$ cat src/rtl/row_clear_ctrl_pkg.sv
// Shared board geometry, sequencer state encoding and a small saturating
// counter helper for the line-clear sequencer.
package row_clear_ctrl_pkg;

    // Default board geometry; row 0 is the top of the board.
    localparam int BLOCKS_WIDE = 10;
    localparam int BLOCKS_HIGH = 22;
    localparam int BITS_Y_POS  = 5;

    // Cleared-line count is 3 bits wide and sticks at its maximum.
    localparam logic [2:0] LINES_MAX = 3'd7;

    typedef enum logic [1:0] {
        IDLE  = 2'd0,
        SCAN  = 2'd1,
        SHIFT = 2'd2,
        DONE  = 2'd3
    } state_e;

    // Increment a 3-bit count without wrapping past LINES_MAX.
    function automatic logic [2:0] sat_inc3(input logic [2:0] value);
        return (value == LINES_MAX) ? value : value + 3'd1;
    endfunction

endpackage

$ cat src/rtl/row_clear_ctrl_if.sv
// Scanner control and board row-write port of the line-clear sequencer.
// The master side is the sequencer; the slave side is the scanner plus the
// board register that commits the row writes.
interface row_clear_ctrl_if #(
    parameter int BLOCKS_WIDE = row_clear_ctrl_pkg::BLOCKS_WIDE,
    parameter int BITS_Y_POS  = row_clear_ctrl_pkg::BITS_Y_POS
);

    logic                   scan_pause;
    logic [BITS_Y_POS-1:0]  scan_row;
    logic                   scan_complete;
    logic                   wr_en;
    logic [BITS_Y_POS-1:0]  wr_row;
    logic [BLOCKS_WIDE-1:0] wr_data;

    modport master (
        output scan_pause,
        output wr_en,
        output wr_row,
        output wr_data,
        input  scan_row,
        input  scan_complete
    );

    modport slave (
        input  scan_pause,
        input  wr_en,
        input  wr_row,
        input  wr_data,
        output scan_row,
        output scan_complete
    );

endinterface

$ cat src/rtl/row_clear_ctrl.sv
// Line-clear sequencer. After a piece lands it freezes play, lets the
// complete-row scanner sweep the board, and collapses each full row it finds
// by copying every row above it down one position, top row filled with zeros.
// A fresh full sweep follows every collapse so rows that slide into already
// swept positions are still caught.
module row_clear_ctrl #(
    parameter int BLOCKS_WIDE = row_clear_ctrl_pkg::BLOCKS_WIDE,
    parameter int BLOCKS_HIGH = row_clear_ctrl_pkg::BLOCKS_HIGH,
    parameter int BITS_Y_POS  = row_clear_ctrl_pkg::BITS_Y_POS
) (
    input  logic                               clk,
    input  logic                               rst_n,
    input  logic                               piece_landed,
    input  logic [BLOCKS_WIDE*BLOCKS_HIGH-1:0] fallen_pieces,
    output logic                               game_pause,
    output logic [2:0]                         lines_cleared,
    output logic                               done,
    row_clear_ctrl_if.master                   bus
);

    import row_clear_ctrl_pkg::*;

    localparam logic [BITS_Y_POS-1:0] LAST_SWEEP = BITS_Y_POS'(BLOCKS_HIGH - 1);
    localparam logic [BITS_Y_POS-1:0] ONE        = BITS_Y_POS'(1);

    state_e                state_q, state_d;
    logic [BITS_Y_POS-1:0] cur_q, cur_d;
    logic [BITS_Y_POS-1:0] sweep_cnt_q, sweep_cnt_d;
    logic [2:0]            lines_q, lines_d;

    // State, shift cursor, sweep counter and line count; reset abandons any sweep or shift in flight
    always_ff @(posedge clk or negedge rst_n) begin
        if (!rst_n) begin
            state_q     <= IDLE;
            cur_q       <= '0;
            sweep_cnt_q <= '0;
            lines_q     <= '0;
        end else begin
            state_q     <= state_d;
            cur_q       <= cur_d;
            sweep_cnt_q <= sweep_cnt_d;
            lines_q     <= lines_d;
        end
    end

    // Sequencing: a hit during a sweep wins over the sweep ending, and a collapse always restarts a full sweep
    always_comb begin
        state_d     = state_q;
        cur_d       = cur_q;
        sweep_cnt_d = sweep_cnt_q;
        lines_d     = lines_q;
        case (state_q)
            IDLE: begin
                if (piece_landed) begin
                    state_d     = SCAN;
                    lines_d     = '0;
                    sweep_cnt_d = '0;
                end
            end
            SCAN: begin
                if (bus.scan_complete) begin
                    state_d     = SHIFT;
                    cur_d       = bus.scan_row;
                    lines_d     = sat_inc3(lines_q);
                    sweep_cnt_d = '0;
                end else if (sweep_cnt_q == LAST_SWEEP) begin
                    state_d = DONE;
                end else begin
                    sweep_cnt_d = sweep_cnt_q + ONE;
                end
            end
            SHIFT: begin
                if (cur_q == '0) begin
                    state_d     = SCAN;
                    sweep_cnt_d = '0;
                end else begin
                    cur_d = cur_q - ONE;
                end
            end
            DONE: begin
                state_d = IDLE;
            end
            default: begin
                state_d = IDLE;
            end
        endcase
    end

    // Row write port: while collapsing, row cur takes the contents of the row above it, or zeros at the top
    always_comb begin
        bus.wr_en   = 1'b0;
        bus.wr_row  = '0;
        bus.wr_data = '0;
        if (state_q == SHIFT) begin
            bus.wr_en  = 1'b1;
            bus.wr_row = cur_q;
            if (cur_q != '0) begin
                for (int r = 0; r < BLOCKS_HIGH; r++) begin
                    if (cur_q == BITS_Y_POS'(r + 1)) begin
                        bus.wr_data = fallen_pieces[r*BLOCKS_WIDE +: BLOCKS_WIDE];
                    end
                end
            end
        end
    end

    assign bus.scan_pause = (state_q != SCAN);
    assign game_pause     = (state_q != IDLE);
    assign done           = (state_q == DONE);
    assign lines_cleared  = lines_q;

endmodule
$ cat src/flat_wrapper.sv
// flat-port wrapper written by rule: the top's interface ports become plain ports
module row_clear_ctrl_flat import row_clear_ctrl_pkg::*;
#(
    parameter int BLOCKS_WIDE = row_clear_ctrl_pkg::BLOCKS_WIDE,
    parameter int BLOCKS_HIGH = row_clear_ctrl_pkg::BLOCKS_HIGH,
    parameter int BITS_Y_POS  = row_clear_ctrl_pkg::BITS_Y_POS
)
  (clk, rst_n, piece_landed, fallen_pieces, game_pause, lines_cleared, done, bus_scan_pause, bus_wr_en, bus_wr_row, bus_wr_data, bus_scan_row, bus_scan_complete);
  row_clear_ctrl_if #(.BLOCKS_WIDE(BLOCKS_WIDE), .BITS_Y_POS(BITS_Y_POS)) bus_i ();
  input  logic clk;
  input  logic rst_n;
  input  logic piece_landed;
  input  logic [BLOCKS_WIDE*BLOCKS_HIGH-1:0] fallen_pieces;
  output logic game_pause;
  output logic [2:0] lines_cleared;
  output logic done;
  output wire logic [$bits(bus_i.scan_pause)-1:0] bus_scan_pause;
  output wire logic [$bits(bus_i.wr_en)-1:0] bus_wr_en;
  output wire logic [$bits(bus_i.wr_row)-1:0] bus_wr_row;
  output wire logic [$bits(bus_i.wr_data)-1:0] bus_wr_data;
  input wire logic [$bits(bus_i.scan_row)-1:0] bus_scan_row;
  input wire logic [$bits(bus_i.scan_complete)-1:0] bus_scan_complete;
  assign bus_scan_pause = bus_i.scan_pause;
  assign bus_wr_en = bus_i.wr_en;
  assign bus_wr_row = bus_i.wr_row;
  assign bus_wr_data = bus_i.wr_data;
  assign bus_i.scan_row = bus_scan_row;
  assign bus_i.scan_complete = bus_scan_complete;
  row_clear_ctrl #(.BLOCKS_WIDE(BLOCKS_WIDE), .BLOCKS_HIGH(BLOCKS_HIGH), .BITS_Y_POS(BITS_Y_POS)) u_core (.clk(clk), .rst_n(rst_n), .piece_landed(piece_landed), .fallen_pieces(fallen_pieces), .game_pause(game_pause), .lines_cleared(lines_cleared), .done(done), .bus(bus_i));
endmodule
$ cat config.mk
export PLATFORM = sky130hd
export DESIGN_NAME = row_clear_ctrl_flat
export DESIGN_NICKNAME = d
export VERILOG_FILES = /design/src/rtl/row_clear_ctrl_pkg.sv /design/src/rtl/row_clear_ctrl_if.sv /design/src/rtl/row_clear_ctrl.sv /design/src/flat_wrapper.sv
export SDC_FILE = /design/constraint.sdc
export NUM_CORES = 1
export LEC_CHECK = 0
export ABC_AREA = 1
export ABC_CLOCK_PERIOD_IN_PS = 3500
export CAP_MARGIN = 30
export CORE_MARGIN = 5
export CORE_UTILIZATION = 37
export CTS_BUF_LIST = sky130_fd_sc_hd__clkbuf_8 sky130_fd_sc_hd__clkbuf_16
export CTS_CLUSTER_SIZE = 24
export DETAILED_ROUTE_END_ITERATION = 10
export PLACE_DENSITY = 0.83
export RECOVER_POWER = 25
export SLEW_MARGIN = 15
export SYNTH_ARGS = -nofsm -noshare
export SYNTH_HDL_FRONTEND = slang
export SYNTH_SLANG_ARGS = --single-unit
$ cat constraint.sdc
create_clock -name clk -period 3.5 [get_ports clk]
set_input_delay 0.875 -clock clk [delete_from_list [all_inputs] [get_ports clk]]
set_output_delay 0.875 -clock clk [all_outputs]
set_load 0.02 [all_outputs]
==> run metrics, run 1 <==
Yosys Warn Count 0; I/O pin count 251; cts hold-fix bufs 0; Clock power frac 0.036; WP data arrival 3.09 ns; outcome finished with violations; Post-DRT Antenna Nets 0; PD cells 501 mW/mm^2; routed vias/inst 4.93; Final Cell Area 0.00748 mm^2; relative slew slack 0.540; Hold Path Class flop to flop; Clock transition at path regs 0.05 ns; Core ar. 0.0101 mm^2; Skew-Pair Late Insertion Delay 0.25 ns; global-route wire length before repair 27600 um; Clock Sinks 15; Die ar. 0.0123 mm^2; PortBufs 250; Synth-to-Final Area Change 97.8%; critical path endpoint category output pin; clk root buf clkbuf_8; internal power 1800 uW; Peak VDD IR 0.540 mV; Synth top cells by count nand2_1, inv_1, nand3_1, o21ai_0, nor2_1; reg2reg setup slack 0.93 ns; Psw 1950 uW; failing checks negative setup slack; Pins Over Slew Limit 0; dpl hpwl 13800 um; Detailed Routing Iterations Pass 1 5; Setup CP Type input port to output pin; Synth Register Bits 15; Syn Area/Cell 5.10 um^2; row count 37; EDFF count, synth 0; total CTS buffers 3; Logic pwr share 0.878; Critical Path Source Type input port; total track usage 0.267; Setup Viol. Count Final 10; largest net degree at the start of global routing 21; critical path fanouts, max 1; die height 111 um; Routed WL 18200 um; DR WL/cell 15.2 um; Tightest Pin Transition 0.688 ns; Seq/Total Area, Yosys 0.0993; Hold WS 0.537 ns; setup ws final -0.469 ns; register share of total power 0.086; Starting Density 0.373; period utilization 1.13; Cell Area, Placed 0.00685 mm^2; Clock Skews 0.00628 ns; CTS tree yes; CTS max path bufs 2; routed vias 5919; RSZ-0062 raised after global routing yes; ys async rst share 1.00; Post-Syn Instances 741; leak pwr 0.00370 uW; post-synth top area share 0.291; GPL Wtd Cong 0.952; Synth Net Count 979; crit path time final 3.97 ns; DRC 0; dominant cell type by area after synthesis nand2_1; layout cells sized above 1 0.221; Congestion Overflow GR 0; # diodes 0; ys flop type dfrtp_1; initial antenna violation count 0; H-tree Lvls 1; Syn Std Cell Area 0.00378 mm^2; Die Wd 111 um; number of global-route vias before repair 5778; final hold viol count 0; ranking of synthesized cells by area nand2_1, inv_1, dfrtp_1; fmax 252 MHz; nets 1304; Max-Cap Viols 0; DP Worst Slack -0.915 ns; Yosys cell types 40; switching share of power 0.520; Critical Path RT 2.62 ns; most numerous cell in the Yosys netlist nand2_1; DRT iter0 DRCs 516
-- power by group through the flow --
stage / registers [uW] / clock network, uW / logic (uW)
after floorplan: 310 / 0 / 1730
after global placement: 311 / 0 / 2860
after detailed placement: 311 / 0 / 2910
after CTS: 316 / 138 / 3070
after global routing: 331 / 149 / 3630
final: 324 / 135 / 3290
-- worst max-delay path: stages --
cell and delay (ns):
clkdlybuf4s50_1 0.50, nand3_1 0.13, nand3_2 0.12, o21ai_2 0.06, nand3_1 0.07, nand2_1 0.06
nand2_1 0.05, nand2_1 0.06, nand3_2 0.09, nand3_2 0.07, nand2_1 0.06, nand2_1 0.04
nand2_1 0.05, nand2_1 0.05, nand2_1 0.05, nand2_1 0.07, nand3_1 0.07, nand2_1 0.06
nand3_2 0.07, nand3_2 0.07, nand2_1 0.09, nand2_2 0.06, a21oi_2 0.14, buf_6 0.14
-- cell families after synthesis --
kind of cell    synth area share
flops                     0.0993
xor+xnor                 0.00232
mux                      0.00298
buf+inv                    0.176
fa+ha+maj                 0.0298
simple gates               0.542
compound gates             0.148
-- flip-flops by register name, summed over array words and instances (netlist names) --
register,cells
u_core.lines_cleared,3
u_core.sweep_cnt_q,5
u_core.cur_q,5
u_core.state_q,2
-- through the flow --
step / setup TNS, ns / power, uW / util / std cells
after detailed placement: -8.43 / 3220 / 0.675 / 1173
after global routing: -6.28 / 4110 / 0.738 / 1201
final: -3.94 / 3750 / 0.738 / 1201
after global placement: -8.02 / 3170 / 0.675 / 1173
after floorplan: 0 / 2040 / - / 741
after CTS: -3.45 / 3530 / 0.709 / 1191
-- layout make-up --
cell class                 count  area, um^2
timing repair buffer         342        3320
clock buffer                   3        41.3
tap                          136         170
inverter                     135         522
fill                         801        2660
sequential                    15         377
multi-input combinational    569        3040
clock inverter                 1        3.75
-- metal layers --
metal | GRT usage | vias up | share of wire
met1 | 0.302 | 2605 | 0.38
li1 | - | 2934 | -
met3 | 0.0682 | 71 | 0.090
met5 | 0 | - | 0
met2 | 0.485 | 309 | 0.49
met4 | 0.0884 | 0 | 0.046
-- final timing paths --
path	from	end	cells past startpoint
worst max-delay path	fallen_pieces[2]	bus_wr_data[2]	24
worst min-delay path	u_core.state_q[0]$_DFFE_PN0P_	u_core.state_q[0]$_DFFE_PN0P_	1
worst max register to register	u_core.cur_q[0]$_DFFE_PN0P_	u_core.sweep_cnt_q[4]$_DFFE_PN0P_	15
worst min register to register	u_core.state_q[0]$_DFFE_PN0P_	u_core.state_q[0]$_DFFE_PN0P_	1
max in group asynchronous	rst_n	u_core.cur_q[0]$_DFFE_PN0P_	1
min in group asynchronous	rst_n	u_core.lines_cleared[1]$_DFFE_PN0P_	1
-- layout by cell type (no fill, tap or decap), types with 13 or more instances in the layout --
| master | netlist | final |
|---|---|---|
| nand2_1 | 293 | 284 |
| nand3_2 | 5 | 37 |
| or2_2 | 26 | 26 |
| inv_1 | 123 | 120 |
| dfrtp_1 | 15 | 14 |
| nor2_1 | 30 | 28 |
| nand3_1 | 74 | 42 |
| o21ai_0 | 60 | 59 |
| buf_4 | 8 | 80 |
| clkdlybuf4s50_1 | 0 | 227 |
| buf_6 | 5 | 13 |
-- what timing repair did --
action                     CTS  global route
cloned                       1             1
pin swaps                   56            51
resized for setup          112            51
buffers inserted            13             9
setup endpoints to repair   10            10
Power figures use the tool's default switching activity.
==> run 2: changes to the inputs <==
ABC_CLOCK_PERIOD_IN_PS = 4920   (was 3500)
CORE_MARGIN = unset   (was 5)
CORE_UTILIZATION = 40   (was 37)
PLACE_DENSITY = 0.88   (was 0.83)
clock period = 4.92 ns   (was 3.5 ns; I/O delays follow)
==> run metrics, run 2 (synthesis gave the netlist of run 1 again) <==
initial antenna violation count 0 (unchanged); Clock Skews 0.00709 ns (was 0.00628 ns); Setup Viol. Count Final 0 (was 10); Slowest-stage cell, CP clkdlybuf4s50_1 (unchanged); most common cell after layout, fill and taps aside nand2_1 (unchanged); Die ar. 0.00985 mm^2 (was 0.0123 mm^2); Hold WS 0.568 ns (was 0.537 ns); die height 99.2 um (was 111 um); Routed WL 14100 um (was 18200 um); RSZ-0062 raised after global routing yes (unchanged); Synth-to-Final Area Change 68.7% (was 97.8%); crit path time final 4.68 ns; clk root buf clkbuf_8 (unchanged); DRT iter0 DRCs 167 (was 516); internal power 976 uW (was 1800 uW); PD cells 341 mW/mm^2 (was 501 mW/mm^2); # diodes 0 (unchanged); most frequent cells in the layout nand2_1, clkdlybuf4s50_1, inv_1 (unchanged); routed vias 5252 (was 5919); outcome finished, final reports clean (was finished with violations); fmax 214 MHz; global-route wire length before repair 22400 um (was 27600 um); path depth of the worst reg2reg path 9 (was 15); total track usage 0.277 (was 0.267); Psw 1200 uW (was 1950 uW); GPL Wtd Cong 0.923 (was 0.952); critical path endpoint category output pin (unchanged); I/O pin count 251 (unchanged); Skew-Pair Late Insertion Delay 0.25 ns (about the same); H-tree Lvls 1 (unchanged); Congestion Overflow GR 0 (unchanged); HP Start u_core.state_q[0]$_DFFE_PN0P_ (unchanged); Clock transition at path regs 0.07 ns (was 0.05 ns); Hold Path End u_core.state_q[0]$_DFFE_PN0P_ (unchanged); critical path fanouts, max 1 (unchanged); Critical Path RT 3.69 ns (was 2.62 ns); DR WL/cell 12.9 um (was 15.2 um); critical path's largest stage delay 0.40 ns (was 0.50 ns); routed vias/inst 4.80 (was 4.93); Detailed Routing Iterations Pass 1 5 (unchanged); Peak VDD IR 0.370 mV (was 0.540 mV); Clock Sinks 15 (unchanged); final hold viol count 0 (unchanged); total CTS buffers 3 (unchanged); CTS max path bufs 2 (unchanged); WP data arrival 3.45 ns (was 3.09 ns); setup ws final 0.238 ns (was -0.469 ns); Hold Crit Depth 1 (unchanged); nets 1222 (was 1304); Setup CP Type input port to output pin (unchanged); reg-to-reg startpoint u_core.cur_q[0]$_DFFE_PN0P_ (unchanged); placed insts 1090 (was 1173); Pins Over Slew Limit 0 (unchanged); DP Worst Slack -0.237 ns (was -0.915 ns); DRC 0 (unchanged); register share of total power 0.106 (was 0.086); CP dominant cell by count nand2_1 (unchanged); total power draw 2180 uW (was 3750 uW); Max-Cap Viols 0 (unchanged); Logic pwr share 0.847 (was 0.878); Clock power frac 0.046 (was 0.036); row count 35 (was 37); Tightest Pin Transition 0.771 ns (was 0.688 ns); Starting Density 0.411 (was 0.373); leak pwr 0.00309 uW (was 0.00370 uW); Cell Count, Final, Fillers Out 1094 (was 1201); Core ar. 0.00920 mm^2 (was 0.0101 mm^2); Critical Path Source Type input port (unchanged); setup tns final 0 ns (was -3.94 ns); period utilization 0.952; reg2reg setup slack 2.46 ns (was 0.93 ns); switching share of power 0.552 (was 0.520); PortBufs 250 (unchanged); Post-CTS Setup Inserts 0 (was 13); Post-DRT Antenna Nets 0 (unchanged); Hold Path Class flop to flop (unchanged); number of global-route vias before repair 4961 (was 5778); Die Wd 99.2 um (was 111 um); layout cells sized above 1 0.0956 (was 0.221); largest net degree at the start of global routing 21 (unchanged); dpl hpwl 11800 um (was 13800 um); relative slew slack 0.484 (was 0.540); CTS tree yes (unchanged); Critical R2R Capture u_core.cur_q[2]$_DFFE_PN0P_ (was u_core.sweep_cnt_q[4]$_DFFE_PN0P_); sequence of cells on the critical path clkdlybuf4s50_1 -> o21ai_1 -> nand2_1 -> nor2_2 -> o21bai_1 -> o21ai_1 -> nand3_1 -> nand3_1 -> nand2_1 -> nand2_1 -> nand2_1 -> nand2_1 -> nand2_1 -> nand2_1 -> nand2_1 -> nand2_1 -> nand2_1 -> nand2_1 -> nand2_2 -> a21oi_2 -> nor2_1 -> buf_4 (was clkdlybuf4s50_1 -> nand3_1 -> nand3_2 -> o21ai_2 -> nand3_1 -> nand2_1 -> nand2_1 -> nand2_1 -> nand3_2 -> nand3_2 -> nand2_1 -> nand2_1 -> nand2_1 -> nand2_1 -> nand2_1 -> nand2_1 -> nand3_1 -> nand2_1 -> nand3_2 -> nand3_2 -> nand2_1 -> nand2_2 -> a21oi_2 -> buf_6)
-- run 2: cell count changes in the layout (fill, tap and decap cells not counted), moves of 6 or more --
cell / previous run / this run
clkdlybuf4s50_1: 227 / 237
dlygate4sd2_1: 10 / 0
buf_6: 13 / 1
buf_4: 80 / 13
o21ai_2: 7 / 1
o21ai_1: 5 / 12
nand3_1: 42 / 72
nand2_1: 284 / 290
nand3_2: 37 / 7
-- run 2: stage by stage --
| stage | instance area (um^2) | util |
|---|---|---|
| finish | 6380 | 0.694 |
| global route | 6380 | 0.694 |
| CTS | 6370 | 0.693 |
| detailed placement | 6340 | 0.689 |
| global placement | 6330 | 0.689 |
| floorplan | 3780 | - |
-- run 2: power by group through the flow --
| stage | Clock (uW) | Sequential [uW] | Combinational (uW) |
|---|---|---|---|
| after floorplan | 0 | 221 | 1230 |
| after global placement | 0 | 229 | 1810 |
| after detailed placement | 0 | 232 | 1840 |
| after CTS | 105 | 231 | 1820 |
| after global routing | 109 | 240 | 2110 |
| final | 101 | 231 | 1850 |
-- run 2: worst max-delay path by stage --
stage / startpoint / endpoint / slack (ns) / cells past startpoint
after floorplan: fallen_pieces[5] / bus_wr_data[5] / 0.94 / 24
after global placement: fallen_pieces[5] / bus_wr_data[5] / -0.21 / 26
after detailed placement: fallen_pieces[5] / bus_wr_data[5] / -0.24 / 26
after CTS: fallen_pieces[5] / bus_wr_data[5] / 0.05 / 26
after global routing: fallen_pieces[1] / bus_wr_data[1] / -0.02 / 24
final: fallen_pieces[28] / bus_wr_data[8] / 0.24 / 22
-- run 2: timing repair --
action	CTS	global route
gates resized for setup	10	42
hold buffers	0	0
cloned	0	0
pin swaps	0	19
endpoints found under the setup margin	10	10
-- run 2: cell type report --
type / instances / area [um^2]
clock buffers: 3 / 41.3
flip-flops and latches: 15 / 375
repair buffers: 260 / 2540
multi-input cells: 569 / 2760
well taps: 111 / 139
inverters: 135 / 512
clock inverters: 1 / 5.00
fillers: 830 / 2820
-- run 2: routing by layer --
| metal | wire (um) | GRT usage | vias to the layer above |
|---|---|---|---|
| li1 | - | - | 2770 |
| met1 | 5850 | 0.328 | 2235 |
| met4 | 359 | 0.0690 | 0 |
| met2 | 6700 | 0.509 | 219 |
| met3 | 1160 | 0.0527 | 28 |
| met5 | 0 | 0 | - |
-- run 2: critical path, delay by kind of cell --
kind,cells,cell delay [ns]
AOI/OAI and AO/OA,4,0.43
buffers and inverters,2,0.56
and+or+nand+nor,16,1.23
==> run 3: changes to the inputs <==
TNS_END_PERCENT = 100   (was unset)
==> results of run 3 <==
No change in the layout: final DEF, timing and power equal those of run 2.
